$ cat config.mk
export PLATFORM = sky130hd
export DESIGN_NAME = lc3b_store_queue
export DESIGN_NICKNAME = d
export VERILOG_FILES = /design/src/rtl/lc3b_store_queue.sv
export SDC_FILE = /design/constraint.sdc
export NUM_CORES = 1
export LEC_CHECK = 0
export CORE_ASPECT_RATIO = 2
export CORE_MARGIN = 1
export CORE_UTILIZATION = 50
export DETAILED_ROUTE_END_ITERATION = 10
export HOLD_SLACK_MARGIN = 0.02
export MAX_ROUTING_LAYER = met4
export PLACE_DENSITY = 0.79
export SLEW_MARGIN = 25
export SYNTH_ARGS = -nofsm -noshare
export SYNTH_HDL_FRONTEND = slang
export SYNTH_SLANG_ARGS = --single-unit
$ cat constraint.sdc
create_clock -name clk -period 3.8 [get_ports clk]
set_input_delay 0.57 -clock clk [delete_from_list [all_inputs] [get_ports clk]]
set_output_delay 0.57 -clock clk [all_outputs]
set_load 0.01 [all_outputs]
$ cat src/rtl/lc3b_store_queue.sv
// In-order store queue for the LC-3b out-of-order core. Entries are allocated at dispatch,
// resolve their address and data out of order, and drain to memory in order once committed.
module lc3b_store_queue #(
    parameter int DEPTH = 8,
    parameter int ROB_W = 4
) (
    input  logic                     clk,
    input  logic                     reset,
    input  logic                     alloc_valid,
    output logic                     alloc_ready,
    input  logic [ROB_W-1:0]         alloc_rob_id,
    input  logic [1:0]               alloc_op,
    input  logic                     alloc_val_ready,
    input  logic [15:0]              alloc_value,
    input  logic [ROB_W-1:0]         alloc_val_rob_id,
    output logic [$clog2(DEPTH)-1:0] alloc_idx,
    input  logic                     agu_valid,
    input  logic [$clog2(DEPTH)-1:0] agu_idx,
    input  logic [15:0]              agu_address,
    input  logic                     cdb_ready,
    input  logic [ROB_W-1:0]         cdb_dest,
    input  logic [15:0]              cdb_value,
    input  logic                     commit_valid,
    input  logic                     flush,
    output logic                     mem_write,
    output logic [15:0]              mem_address,
    output logic [15:0]              mem_wdata,
    output logic [1:0]               mem_wmask,
    input  logic                     mem_resp,
    input  logic [15:0]              query_address,
    output logic                     query_conflict,
    output logic                     empty
);
    localparam int IW = $clog2(DEPTH);
    localparam logic [1:0] OP_STB = 2'd1;

    typedef enum logic {IDLE, WRITE} state_t;
    state_t state, state_next;

    logic [IW-1:0]    head, tail;
    logic [IW:0]      count, ccount, ccount_c;
    logic [DEPTH-1:0] ent_valid, ent_addr_ready, ent_val_ready, keep;
    logic [1:0]       ent_op      [DEPTH];
    logic [15:0]      ent_value   [DEPTH];
    logic [15:0]      ent_address [DEPTH];
    logic [ROB_W-1:0] ent_val_rob [DEPTH];
    logic             do_alloc, do_pop, do_commit, head_ready;
    logic [IW-1:0]    off;
    logic             unused_ok;

    assign alloc_ready = (count != (IW+1)'(DEPTH));
    assign alloc_idx   = tail;
    assign empty       = (count == '0);
    assign mem_write   = (state == WRITE);
    assign do_alloc    = alloc_valid && alloc_ready && !flush;
    assign do_pop      = (state == WRITE) && mem_resp;
    assign do_commit   = commit_valid && (ccount != count);
    assign ccount_c    = ccount + (IW+1)'(do_commit);
    assign head_ready  = ent_valid[head] && ent_addr_ready[head] && ent_val_ready[head];
    assign unused_ok   = ^{alloc_rob_id, query_address[0]};

    // Entries at or beyond head+ccount (after this cycle's commit) are the ones a flush drops.
    always_comb begin
        keep = '0;
        off  = '0;
        for (int i = 0; i < DEPTH; i++) begin
            off     = IW'(i) - head;
            keep[i] = ({1'b0, off} < ccount_c);
        end
    end

    always_comb begin
        query_conflict = 1'b0;
        for (int i = 0; i < DEPTH; i++) begin
            if (ent_valid[i] && (!ent_addr_ready[i] ||
                                 ent_address[i][15:1] == query_address[15:1]))
                query_conflict = 1'b1;
        end
    end

    always_ff @(posedge clk) begin
        if (reset) state <= IDLE;
        else       state <= state_next;
    end

    always_comb begin
        state_next = state;
        case (state)
            IDLE:    if (ccount != '0 && head_ready) state_next = WRITE;
            WRITE:   if (mem_resp) state_next = IDLE;
            default: state_next = IDLE;
        endcase
    end

    // Memory request is captured once on entry to WRITE so it cannot move while the write is outstanding.
    always_ff @(posedge clk) begin
        if (reset) begin
            mem_address <= '0;
            mem_wdata   <= '0;
            mem_wmask   <= '0;
        end else if (state == IDLE && state_next == WRITE) begin
            mem_address <= {ent_address[head][15:1], 1'b0};
            if (ent_op[head] == OP_STB) begin
                mem_wmask <= ent_address[head][0] ? 2'b10 : 2'b01;
                mem_wdata <= ent_address[head][0] ? {ent_value[head][7:0], 8'h00}
                                                  : {8'h00, ent_value[head][7:0]};
            end else begin
                mem_wmask <= 2'b11;
                mem_wdata <= ent_value[head];
            end
        end
    end

    always_ff @(posedge clk) begin
        if (reset) begin
            head           <= '0;
            tail           <= '0;
            count          <= '0;
            ccount         <= '0;
            ent_valid      <= '0;
            ent_addr_ready <= '0;
            ent_val_ready  <= '0;
        end else begin
            head   <= head + IW'(do_pop);
            ccount <= ccount_c - (IW+1)'(do_pop);
            if (flush) begin
                tail  <= head + ccount_c[IW-1:0];
                count <= ccount_c - (IW+1)'(do_pop);
            end else begin
                tail  <= tail + IW'(do_alloc);
                count <= count + (IW+1)'(do_alloc) - (IW+1)'(do_pop);
            end

            for (int i = 0; i < DEPTH; i++) begin
                if (flush && !keep[i])
                    ent_valid[i] <= 1'b0;
                if (cdb_ready && ent_valid[i] && !ent_val_ready[i] && ent_val_rob[i] == cdb_dest) begin
                    ent_value[i]     <= cdb_value;
                    ent_val_ready[i] <= 1'b1;
                end
            end

            if (do_pop)
                ent_valid[head] <= 1'b0;

            if (agu_valid && ent_valid[agu_idx]) begin
                ent_address[agu_idx]    <= agu_address;
                ent_addr_ready[agu_idx] <= 1'b1;
            end

            // A new entry can pick its data straight off the CDB in the cycle it is allocated.
            if (do_alloc) begin
                ent_valid[tail]      <= 1'b1;
                ent_addr_ready[tail] <= 1'b0;
                ent_op[tail]         <= alloc_op;
                ent_val_rob[tail]    <= alloc_val_rob_id;
                if (alloc_val_ready) begin
                    ent_value[tail]     <= alloc_value;
                    ent_val_ready[tail] <= 1'b1;
                end else if (cdb_ready && cdb_dest == alloc_val_rob_id) begin
                    ent_value[tail]     <= cdb_value;
                    ent_val_ready[tail] <= 1'b1;
                end else begin
                    ent_value[tail]     <= alloc_value;
                    ent_val_ready[tail] <= 1'b0;
                end
            end
        end
    end
endmodule

=== After elaboration in Yosys (flattened, before gate mapping) ===
Memories as Yosys holds them, arrays and structs flattened. A register that Yosys moved wholly into a read port is not among the register bits.
Index checks and enable logic that the tools add are counted.

* $add $sub $neg: 15
* Order comparisons: 14
* Equality and inequality tests: 20
* Mux-type cells: 121
* Bitwise logic cells: 11
* Reduce and logical (&&, ||, !) cells: 88

{| class="wikitable"
|+ Operators with widths
! cell !! number
|-
| 15-bit == test || 8
|-
| 1-bit 2-to-1 mux || 93
|-
| 8-bit 2-to-1 mux || 9
|-
| 16-bit 2-to-1 mux || 4
|-
| 1-bit logical AND || 53
|-
| 4-bit == test || 9
|-
| 3-bit by 4-bit < comparator with 1-bit output || 8
|-
| 1-bit zero test || 25
|-
| 8-bit bitwise AND || 3
|-
| 8-bit bitwise OR || 3
|-
| 8-bit inverter || 2
|-
| 1-bit binary-select mux with 3-bit select || 4
|-
| 3-bit by 4-bit < comparator with 1-bit output, second input constant || 3
|-
| 3-bit 2-to-1 mux || 4
|-
| 3-bit subtractor, first input constant || 4
|-
| 1-bit demux with 3-bit select || 3
|-
| 3-bit by 1-bit greater-or-equal comparator with 1-bit output, second input constant || 3
|-
| 4-bit by 1-bit adder with 4-bit output || 2
|-
| 1-bit logical OR || 8
|-
| 4-bit by 1-bit subtractor with 4-bit output || 2
|-
| 3-bit by 1-bit adder with 3-bit output || 2
|-
| 1-bit by 3-bit subtractor with 3-bit output, first input constant || 2
|-
| 2-bit by 3-bit subtractor with 3-bit output, first input constant || 2
|-
| 4-bit zero test || 1
|-
| 10 further kinds || 12
|}

* Flip-flop bits (word level): 72
* RAM bits: 304
* Input bits: 90
* Output and inout port bits: 41
* Logic and storage cells: 284
* Memories: 4

{| class="wikitable"
|+ Memories
! memory !! depth !! bits a word !! read ports !! clocked after memory_dff !! write ports !! line !! source
|-
| ent_address || 8 || 16 || 9 || 1 || 1 || 45 || <nowiki>logic [15:0] ent_address [DEPTH];</nowiki>
|-
| ent_value || 8 || 16 || 1 || 1 || 9 || 44 || <nowiki>logic [15:0] ent_value [DEPTH];</nowiki>
|-
| ent_val_rob || 8 || 4 || 8 || 0 || 1 || 46 || <nowiki>logic [ROB_W-1:0] ent_val_rob [DEPTH];</nowiki>
|-
| ent_op || 8 || 2 || 1 || 1 || 1 || 43 || <nowiki>logic [1:0] ent_op [DEPTH];</nowiki>
|}

=== Longest topological paths before layout ===
Gate-level depths: netlist (run 1).

* Depth after elaboration: 13
* Mapped depth: 14
* Gate-level depth less buffers: 14

=== Worst setup path after synthesis (run 1) ===
OpenSTA, ideal clock, no wires.

* Path type: input to register
* Start point: in agu_idx[2]
* End point: mem ent_address[0][0] (enable)
* Library setup time: 409 ps
* Arrival time: 3,261 ps
* Required time: 3,391 ps
* Slack: 129 ps
* Cell stages on the path: 5
* Path buffers: 1
* Cell sequence: clkbuf_1 > mux2i_1 > mux4_2 > or4b_2 > nor3_1

* Longest elaborated chain between the ends: 6

{| class="wikitable"
|+ Ends and longest elaborated chain
! item !! line !! source
|-
| start: declaration || 18 || <nowiki>input logic [$clog2(DEPTH)-1:0] agu_idx,</nowiki>
|-
| 1-bit binary-select mux with 3-bit select || 146 || <nowiki>if (agu_valid && ent_valid[agu_idx]) begin</nowiki>
|-
| 1-bit 2-to-1 mux (not written as such) || 146 ||
|-
| 1-bit logical AND || 146 ||
|-
| 1-bit 2-to-1 mux || 146 ||
|-
| 1-bit 2-to-1 mux || 115 || <nowiki>if (reset) begin</nowiki>
|-
| 1-bit 2-to-1 mux (not written as such) || 147 || <nowiki>ent_address[agu_idx] <= agu_address;</nowiki>
|-
| end: declaration || 45 ||
|}

Several ways; a longest one is shown, not always the timed one. The select of a mux whose other input is x is not followed.

=== Final worst setup path (run 1) ===
* Start point: in query_address[5]
* End point: out query_conflict

* Longest elaborated chain between the ends: 11
* Elaborated cells between the ends (all ways): 32
* Classes of those cells: 8 x eq/ne; 8 x mux; 16 x reduce/logical

{| class="wikitable"
|+ Ends and longest elaborated chain
! item !! line !! source
|-
| start: declaration || 30 || <nowiki>input logic [15:0] query_address,</nowiki>
|-
| 15-bit == test || 76 || <nowiki>ent_address[i][15:1] == query_address[15:1]))</nowiki>
|-
| 1-bit logical OR || 75 || <nowiki>if (ent_valid[i] && (!ent_addr_ready[i] ||</nowiki>
|-
| 1-bit logical AND || 75 ||
|-
| 1-bit 2-to-1 mux (7 in series) || 75 ||
|-
| 1-bit 2-to-1 mux * || 75 ||
|-
| end: declaration || 31 || <nowiki>output logic query_conflict,</nowiki>
|}

Mark *: on every way between the ends. The rest lies on a longest branch, timed or not.

==> results of run 1 <==
[stage by stage]
step / std cells / power [uW] / util (%)
2_1_floorplan: 1301 / 5080 / -
3_3_place_gp: 1874 / 5450 / 56.9
3_5_place_dp: 1874 / 5480 / 56.9
4_1_cts: 1935 / 8870 / 60.0
5_1_grt: 1936 / 9090 / 60.0
6_report: 1936 / 8830 / 60.0
[cell type report]
cell class | count | area, um^2
clock buffers | 42 | 912
diodes | 1 | 2.50
repair buffers | 200 | 1900
flip-flops and latches | 376 | 10600
clock inverters | 19 | 179
multi-input cells | 810 | 7290
well taps | 450 | 563
inverters | 38 | 143
fillers | 2792 | 14400
[per-layer routing]
| metal | vias to the layer above | global-route usage [%] | wire length (um) |
|---|---|---|---|
| met5 | - | - | 0 |
| met4 | 0 | 23.8 | 5040 |
| met3 | 215 | 5.31 | 3050 |
| met2 | 493 | 51.4 | 27600 |
| met1 | 5904 | 28.2 | 16300 |
| li1 | 5273 | - | - |
[power groups by stage]
| stage | Sequential (uW) | Clock [uW] | Combinational, uW |
|---|---|---|---|
| floorplan | 4620 | 0 | 458 |
| global placement | 4620 | 0 | 831 |
| detailed placement | 4620 | 0 | 855 |
| CTS | 4530 | 3480 | 862 |
| global route | 4540 | 3620 | 936 |
| finish | 4530 | 3420 | 876 |
[flip-flops by register name, summed over array words and instances (netlist names), 15 cells and up]
register,cells
ent_value,128
ent_op,16
mem_wdata,16
ent_address,128
ent_val_rob,32
mem_address,15
[synthesized netlist by cell type (3+ instances only)]
cell      instances
o21ai_0          10
a41oi_1           7
mux2i_1          15
or3b_2            3
a21oi_1          22
xnor2_1         151
or4_1             8
or2_2             3
a311oi_1         25
nor3b_1           3
or3_2             3
nand2b_1          6
mux2_2          128
o32ai_1           8
mux4_2           65
nand2_1          80
nor2_1           71
nand3_1           6
clkinv_1          3
and2_1            3
a221oi_1          7
clkbuf_1         45
inv_1            35
ha_1             25
nand4_1          39
edfxtp_1        304
buf_6             8
maj3_1            7
o221ai_1          8
nand4b_1          5
dfxtp_1          72
nor4_1           13
buf_1            15
a211oi_1          5
buf_2             8
xor2_1           20
nor2_2            8
nor2b_1           7
nor3_1           23
[cell families after synthesis]
logic type                 after synthesis  share of synthesized area (%)
AOI/OAI and AO/OA                      107                           4.47
xor gates and xnor gates               171                           8.17
adders and majority gates               34                           2.31
buffers and inverters                  115                           2.76
DFF                                    376                           57.7
muxes                                  208                           16.7
other                                    1                         0.0205
and+or+nand+nor                        289                           7.93
[worst max-delay path, delay by kind of cell]
family                    cells  cell delay [ns]
buffers and inverters         3             1.17
and+or+nand+nor               4             0.76
xor gates and xnor gates      1             0.52
[timing repair]
action / 4_1_cts / 5_1_grt
endpoints found under the setup margin: 0 / 1
gates resized for setup: 0 / 1
setup buffers: 0 / 0
hold buffers: 0 / 0
[how the worst max path moves through the flow]
stage	endpoint	slack (ns)
after global placement	ent_value[2][8]	0.26
after floorplan	ent_address[0][0]	0.13
after CTS	query_conflict	0.35
final	query_conflict	0.21
after detailed placement	ent_value[1][12]	0.29
after global routing	query_conflict	0.14
==> flow_summary.json, run 1 <==
{
  "holdWs_ns": 0.477,
  "coreArea_mm2": 0.0359,
  "num_vias": 11900,
  "synthArstFlopShare_pct": 0,
  "synthDistinctLibCells": 60,
  "max_freq_mhz": 278,
  "rsz0062_at_grt": "false",
  "tns_ns": 0,
  "slowest_delay_ns": 0.54,
  "dp_hpwl_um": 36600,
  "vdd_drop_max_uv": 321,
  "syn_nets": 1418,
  "yosys.area.top_type": "edfxtp_1",
  "p_sw_share_pct": 22.9,
  "synthCells": 1301,
  "h-tree-depth": 2,
  "hold_viol": 0,
  "cp_data_required_time_ns": 3.23,
  "synth_top_area_share_pct": 49.8,
  "r2r_cells": 11,
  "min_period_ns": 3.59,
  "die_w_um": 137,
  "syn_area_per_cell_um2": 14.1,
  "drc": 0,
  "hp-class": "in2reg",
  "drt_iter0_drc": 933,
  "switchingPower_uw": 2020,
  "cts_tree": "yes",
  "die_area_mm2": 0.0375,
  "portBuffers": 124,
  "path_clk_slew_ns": 0.06,
  "area_growth_pct": 17.6,
  "r2r-end": "ent_value[7][10]",
  "die_h_um": 273,
  "final_cell_mix": "edfxtp_1, xnor2_1, mux2_2",
  "clockBufferDepth": 3,
  "wl_um": 52000,
  "sequentialPowerShare_pct": 51.3,
  "placed_area_mm2": 0.0205,
  "cp-start-kind": "input port",
  "run_status": "complete, no violations",
  "initial_core_util_pct": 51.0,
  "final_nets": 1577,
  "crit_start": "query_address[5]",
  "grt_pass1_wl_um": 76900,
  "fin_skew_ns": 0.0151,
  "drv_slew": 0,
  "critPathArrivalTime_ns": 3.02,
  "grt_max_degree": 59,
  "yosysWarnings": 0,
  "whs_path_depth": 2,
  "syn_area_mm2": 0.0183,
  "seq_area_frac_synth_pct": 57.7,
  "worst_slew_pin_slew_ns": 0.859,
  "p_clk_share_pct": 38.8,
  "synth_edf_count": 304,
  "finalCritPeriodShare_pct": 94.6,
  "dr.pass1.iters": 4,
  "crit_fanout": 7,
  "grt_overflow": 0,
  "final_area_mm2": 0.0216,
  "r2r_slack_ns": 0.55,
  "cts_made_buffers": 34,
  "wl_per_cell_um": 26.9,
  "grt_pass1_vias": 12400,
  "antenna_left": 0,
  "groute.usage.overall_pct": 29.7,
  "cp_cell_sequence": "clkdlybuf4s50_1 -> buf_4 -> xnor2_1 -> nand4_1 -> nor4_1 -> nor4_1 -> nand3_1 -> clkdlybuf4s50_1",
  "cts_root_buffer": "clkbuf_16",
  "min_from": "reset",
  "vias_per_cell": 6.14,
  "antenna_found_initial": 1,
  "ys.flop_type": "edfxtp_1",
  "rr_startpoint": "count[2]",
  "power.internal_uw": 6810,
  "crit_path_end_kind": "output pin",
  "max-cap-violations": 0,
  "p_leak_uw": 0.00693,
  "crit_slowest_cell": "clkdlybuf4s50_1",
  "place_congestion": 1.02,
  "cts_sinks": 376,
  "setup_ws_ns": 0.206,
  "drive_above_1_share_pct": 23.9,
  "power_density_mw_per_mm2": 410,
  "ys_ff_latch": 376,
  "holdPathEnd": "count[2]",
  "synth.area.top_cells": "edfxtp_1, mux4_2, dfxtp_1",
  "clk_latency_ns": 0.53,
  "row_count": 98,
  "final-setup-viol-count": 0,
  "pre_cts_ws_ns": 0.292,
  "final_common_cell": "edfxtp_1",
  "combPwrFrac_pct": 9.9,
  "setup.worst_path.class": "in2out",
  "slew_headroom_pct": 42.6,
  "ioPinCount": 131
}
Power figures use the tool's default switching activity.
==> run 2: changes to the inputs <==
Settings changed: GPL_TIMING_DRIVEN from default to 0.
==> run 2 against run 1 <==
Largest cell class unchanged; worst setup slack got worse by 0.16 ns; utilization decreased by 1.1 points; critical path depth decreased by 1.
==> flow_summary.json, run 2 (synthesis gave the netlist of run 1 again) <==
{
  "reg_top3": "ent_address: 128 flops, ent_value: 128 flops, ent_val_rob: 32 flops",
  "rr_startpoint": "head[1]",
  "clockBufferDepth": 3,
  "max-cap-violations": 0,
  "dr.pass1.iters": 5,
  "grt_overflow": 0,
  "cts_tree": "yes",
  "die_w_um": 137,
  "final-setup-viol-count": 0,
  "initial_core_util_pct": 51.0,
  "cts_root_buffer": "clkbuf_16",
  "crit_path_end_kind": "flop",
  "fin_skew_ns": 0.0353,
  "vias_per_cell": 6.31,
  "grt_pass1_wl_um": 80400,
  "min_from": "mem_wdata[0]",
  "grt_pass1_vias": 12600,
  "wl_per_cell_um": 29.2,
  "place_congestion": 1.01,
  "setup.worst_path.class": "reg2reg",
  "pre_cts_ws_ns": -0.0531,
  "die_area_mm2": 0.0375,
  "area_growth_pct": 15.5,
  "critical_path_buf_inv_count": 4,
  "wl_um": 56000,
  "max_freq_mhz": 266,
  "crit_fanout": 10,
  "cp-start-kind": "flop",
  "final_area_mm2": 0.0212,
  "tns_ns": 0,
  "diodes": 0,
  "coreArea_mm2": 0.0359,
  "placed_area_mm2": 0.0201,
  "groute.usage.overall_pct": 31.7,
  "grt_max_degree": 19,
  "final_cell_mix": "edfxtp_1, xnor2_1, mux2_2",
  "crit_slowest_cell": "buf_1",
  "vdd_drop_max_uv": 488,
  "final_common_cell": "edfxtp_1",
  "ioPinCount": 131,
  "holdPathEnd": "mem_wdata[0]",
  "dp_hpwl_um": 40900,
  "post_cts_resized": 0,
  "cts_setup_buffers": 0,
  "power_density_mw_per_mm2": 415,
  "r2r-end": "mem_address[8]",
  "utilization_pct": 58.9,
  "path_clk_slew_ns": 0.07,
  "cp_cell_sequence": "buf_2 -> buf_2 -> buf_1 -> buf_1 -> mux4_2 -> nand2_1 -> a311oi_1",
  "whs_path_depth": 2,
  "p_leak_uw": 0.00661,
  "clk_latency_ns": 0.54,
  "die_h_um": 273,
  "cp_data_required_time_ns": 4.22,
  "slowest_delay_ns": 0.74,
  "finalCritPeriodShare_pct": 98.9,
  "drc": 0,
  "antenna_found_initial": 0,
  "slew_headroom_pct": 28.4,
  "min_period_ns": 3.76,
  "rsz0062_at_grt": "false",
  "hold_viol": 0,
  "drt_iter0_drc": 880,
  "hp-class": "reg2reg",
  "portBuffers": 102,
  "h-tree-depth": 2,
  "final_nets": 1563,
  "r2r_slack_ns": 0.04,
  "cts_made_buffers": 34,
  "setup_ws_ns": 0.0427,
  "antenna_left": 0,
  "cts_hold_repair.buffers": 0,
  "num_vias": 12100,
  "cp.depth": 7,
  "row_count": 98,
  "cts_sinks": 376,
  "worst_slew_pin_slew_ns": 1.07,
  "drive_above_1_share_pct": 20.9,
  "drv_slew": 0,
  "critPathArrivalTime_ns": 4.18,
  "run_status": "complete, no violations",
  "cpLargestDelayFamily": "buffers and inverters",
  "r2r_cells": 7
}
[run 2: worst max-delay path by stage]
| stage | slack, ns | start | endpoint |
|---|---|---|---|
| 2_1_floorplan | 0.13 | agu_idx[2] | ent_address[0][0] |
| 3_3_place_gp | -1.52 | agu_idx[0] | ent_address[0][1] |
| 3_5_place_dp | -0.05 | agu_idx[0] | ent_address[0][15] |
| 4_1_cts | 0.09 | head[1] | mem_address[9] |
| 5_1_grt | 0.01 | head[1] | mem_address[9] |
| 6_report | 0.04 | head[1] | mem_address[8] |
[run 2: cell type report]
cell class	count	area [um^2]
Buffer	77	365
Clock buffer	36	858
Clock inverter	23	213
Fill cell	2803	14800
Inverter	38	143
Multi-Input combinational cell	810	7370
Sequential cell	376	10600
Tap cell	450	563
Timing Repair Buffer	109	1090
[run 2: per-layer routing]
metal	GRT usage (%)	wire [um]	up-vias
met4	26.2	5410	0
met5	-	0	-
met3	5.42	3260	240
li1	-	-	5259
met2	56.0	30300	586
met1	28.9	17100	6021
[run 2: stage by stage]
step / hold WS (ns) / total power [uW] / std cells
2_1_floorplan: 0.461 / 5080 / 1301
3_3_place_gp: 0.464 / 5410 / 1853
3_5_place_dp: 0.473 / 5440 / 1860
4_1_cts: 0.483 / 8780 / 1919
5_1_grt: 0.502 / 8970 / 1919
6_report: 0.483 / 8790 / 1919
[run 2: worst min-delay path: stages, from the launching register on]
cell     delay [ns]
dfxtp_1        0.31
nand2_1        0.05
o32ai_1        0.07
[run 2: power breakdown]
group,internal (uW),leakage [uW],total [uW],switching (uW)
registers,4500,0.00332,4540,41.1
logic,341,0.00278,833,492
clock network,1860,0.000513,3420,1560
total,6700,0.00661,8790,2090
==> run 3: changes to the inputs <==
Settings changed: CORE_UTILIZATION 50 to 51, PLACE_DENSITY 0.79 to 0.81.
==> run 3 against run 2 <==
Wire length shrank 2.6%; sequential share of layout area shrank 0.14 points; sequential cell count did not move; global-route usage fell by 0.42 points; critical path type unchanged; largest cell class unchanged; highest routed layer unchanged.
==> flow_summary.json, run 3 (synthesis gave the netlist of run 1 again) <==
{
  "antenna_left": 0,
  "crit_path_end_kind": "flop",
  "grt_pass1_vias": 12900,
  "die_h_um": 270,
  "worst_slew_pin_slew_ns": 1.13,
  "run_status": "complete, no violations",
  "p_total_uw": 8960,
  "grt_max_degree": 17,
  "vias_per_cell": 6.30,
  "clockBufferDepth": 3,
  "max_freq_mhz": 272,
  "cts_root_buffer": "clkbuf_16",
  "clk_latency_ns": 0.54,
  "dp_hpwl_um": 40400,
  "final_nets": 1562,
  "slew_headroom_pct": 24.7,
  "cp_data_required_time_ns": 4.22,
  "min_period_ns": 3.67,
  "path_clk_slew_ns": 0.07,
  "fin_skew_ns": 0.0228,
  "tns_ns": 0,
  "die_w_um": 136,
  "final-setup-viol-count": 0,
  "row_count": 97,
  "finalCritPeriodShare_pct": 96.7,
  "final_common_cell": "edfxtp_1",
  "initial_core_util_pct": 52.1,
  "reg_top3": "ent_address: 128 flops, ent_value: 128 flops, ent_val_rob: 32 flops",
  "max-cap-violations": 0,
  "coreArea_mm2": 0.0352,
  "wl_um": 54600,
  "num_vias": 12100,
  "rsz0062_at_grt": "false",
  "drc": 0,
  "drv_slew": 0,
  "p_leak_uw": 0.00665,
  "place_congestion": 1.00,
  "groute.usage.overall_pct": 31.3,
  "area_growth_pct": 15.8,
  "critPathArrivalTime_ns": 4.10,
  "cts_hold_repair.buffers": 0,
  "power_density_mw_per_mm2": 422,
  "final_cell_mix": "edfxtp_1, xnor2_1, mux2_2",
  "pre_cts_ws_ns": 0.0275,
  "portBuffers": 102,
  "h-tree-depth": 2,
  "drt_iter0_drc": 848,
  "holdWs_ns": 0.498,
  "crit_fanout": 10,
  "cts_made_buffers": 35,
  "cts_tree": "yes",
  "drive_above_1_share_pct": 21.2,
  "ioPinCount": 131,
  "wl_per_cell_um": 28.5,
  "grt_pass1_wl_um": 79200,
  "die_area_mm2": 0.0367,
  "cts_sinks": 376,
  "grt_overflow": 0,
  "dr.pass1.iters": 7,
  "hold_viol": 0,
  "cp-start-kind": "flop",
  "hp-class": "reg2reg",
  "vdd_drop_max_uv": 301,
  "setup.worst_path.class": "reg2reg",
  "setup_ws_ns": 0.126,
  "r2r_slack_ns": 0.13,
  "antenna_found_initial": 1
}
## run 3: cell count changes in the layout (fill, tap and decap cells not counted), sizes merged
| cell | delta |
|---|---|
| clkbuf | +5 |
| buf | -2 |
| clkinv | -1 |
| inv | +1 |
| diode | +1 |
| bufinv | +1 |
| clkinvlp | -3 |
## run 3: final timing paths
path                      to             from  cells after the start
max           mem_address[8]          head[2]                      6
min          mem_address[12]  mem_address[12]                      2
max reg2reg   mem_address[8]          head[2]                      6
min reg2reg  mem_address[12]  mem_address[12]                      2
## run 3: per-layer routing
layer | up-vias | share of wire, % | track usage (%)
li1 | 5239 | - | -
met1 | 5979 | 31 | 28.3
met2 | 604 | 54 | 55.7
met3 | 250 | 4.9 | 4.32
met4 | 0 | 9.7 | 26.5
met5 | - | 0 | -
## run 3: stage by stage
step	util (%)	cells	instance area [um^2]
5_1_grt	60.3	1916	21200
6_report	60.3	1916	21200
4_1_cts	60.3	1915	21200
2_1_floorplan	-	1301	18300
3_5_place_dp	57.0	1853	20100
3_3_place_gp	56.6	1848	19900
## run 3: power by group
group	internal (uW)	leakage (uW)	total [uW]	switching (uW)
Sequential	4500	0.00332	4540	43.1
Combinational	341	0.00278	828	487
Clock	2020	0.000562	3590	1570
## run 3: area by class of cell
cell class	instances	area, um^2
fill	2683	14000
sequential	376	10600
multi-input combinational	810	7380
timing repair buffer	107	1070
clock buffer	41	918
tap	445	557
buffer	77	365
clock inverter	21	214
inverter	38	143
antenna	1	2.50
## run 3: repair_timing
action | CTS | global route
buffers inserted | 0 | 0
setup endpoints to repair | 0 | 11
gates resized for setup | 0 | 3
## run 3: critical path, cell delays in order, from the launching register on
cell      delay, ns
dfxtp_1        0.41
buf_1          0.72
buf_2          0.47
buf_1          0.76
clkbuf_1       0.75
nand2_1        0.15
a311oi_1       0.30
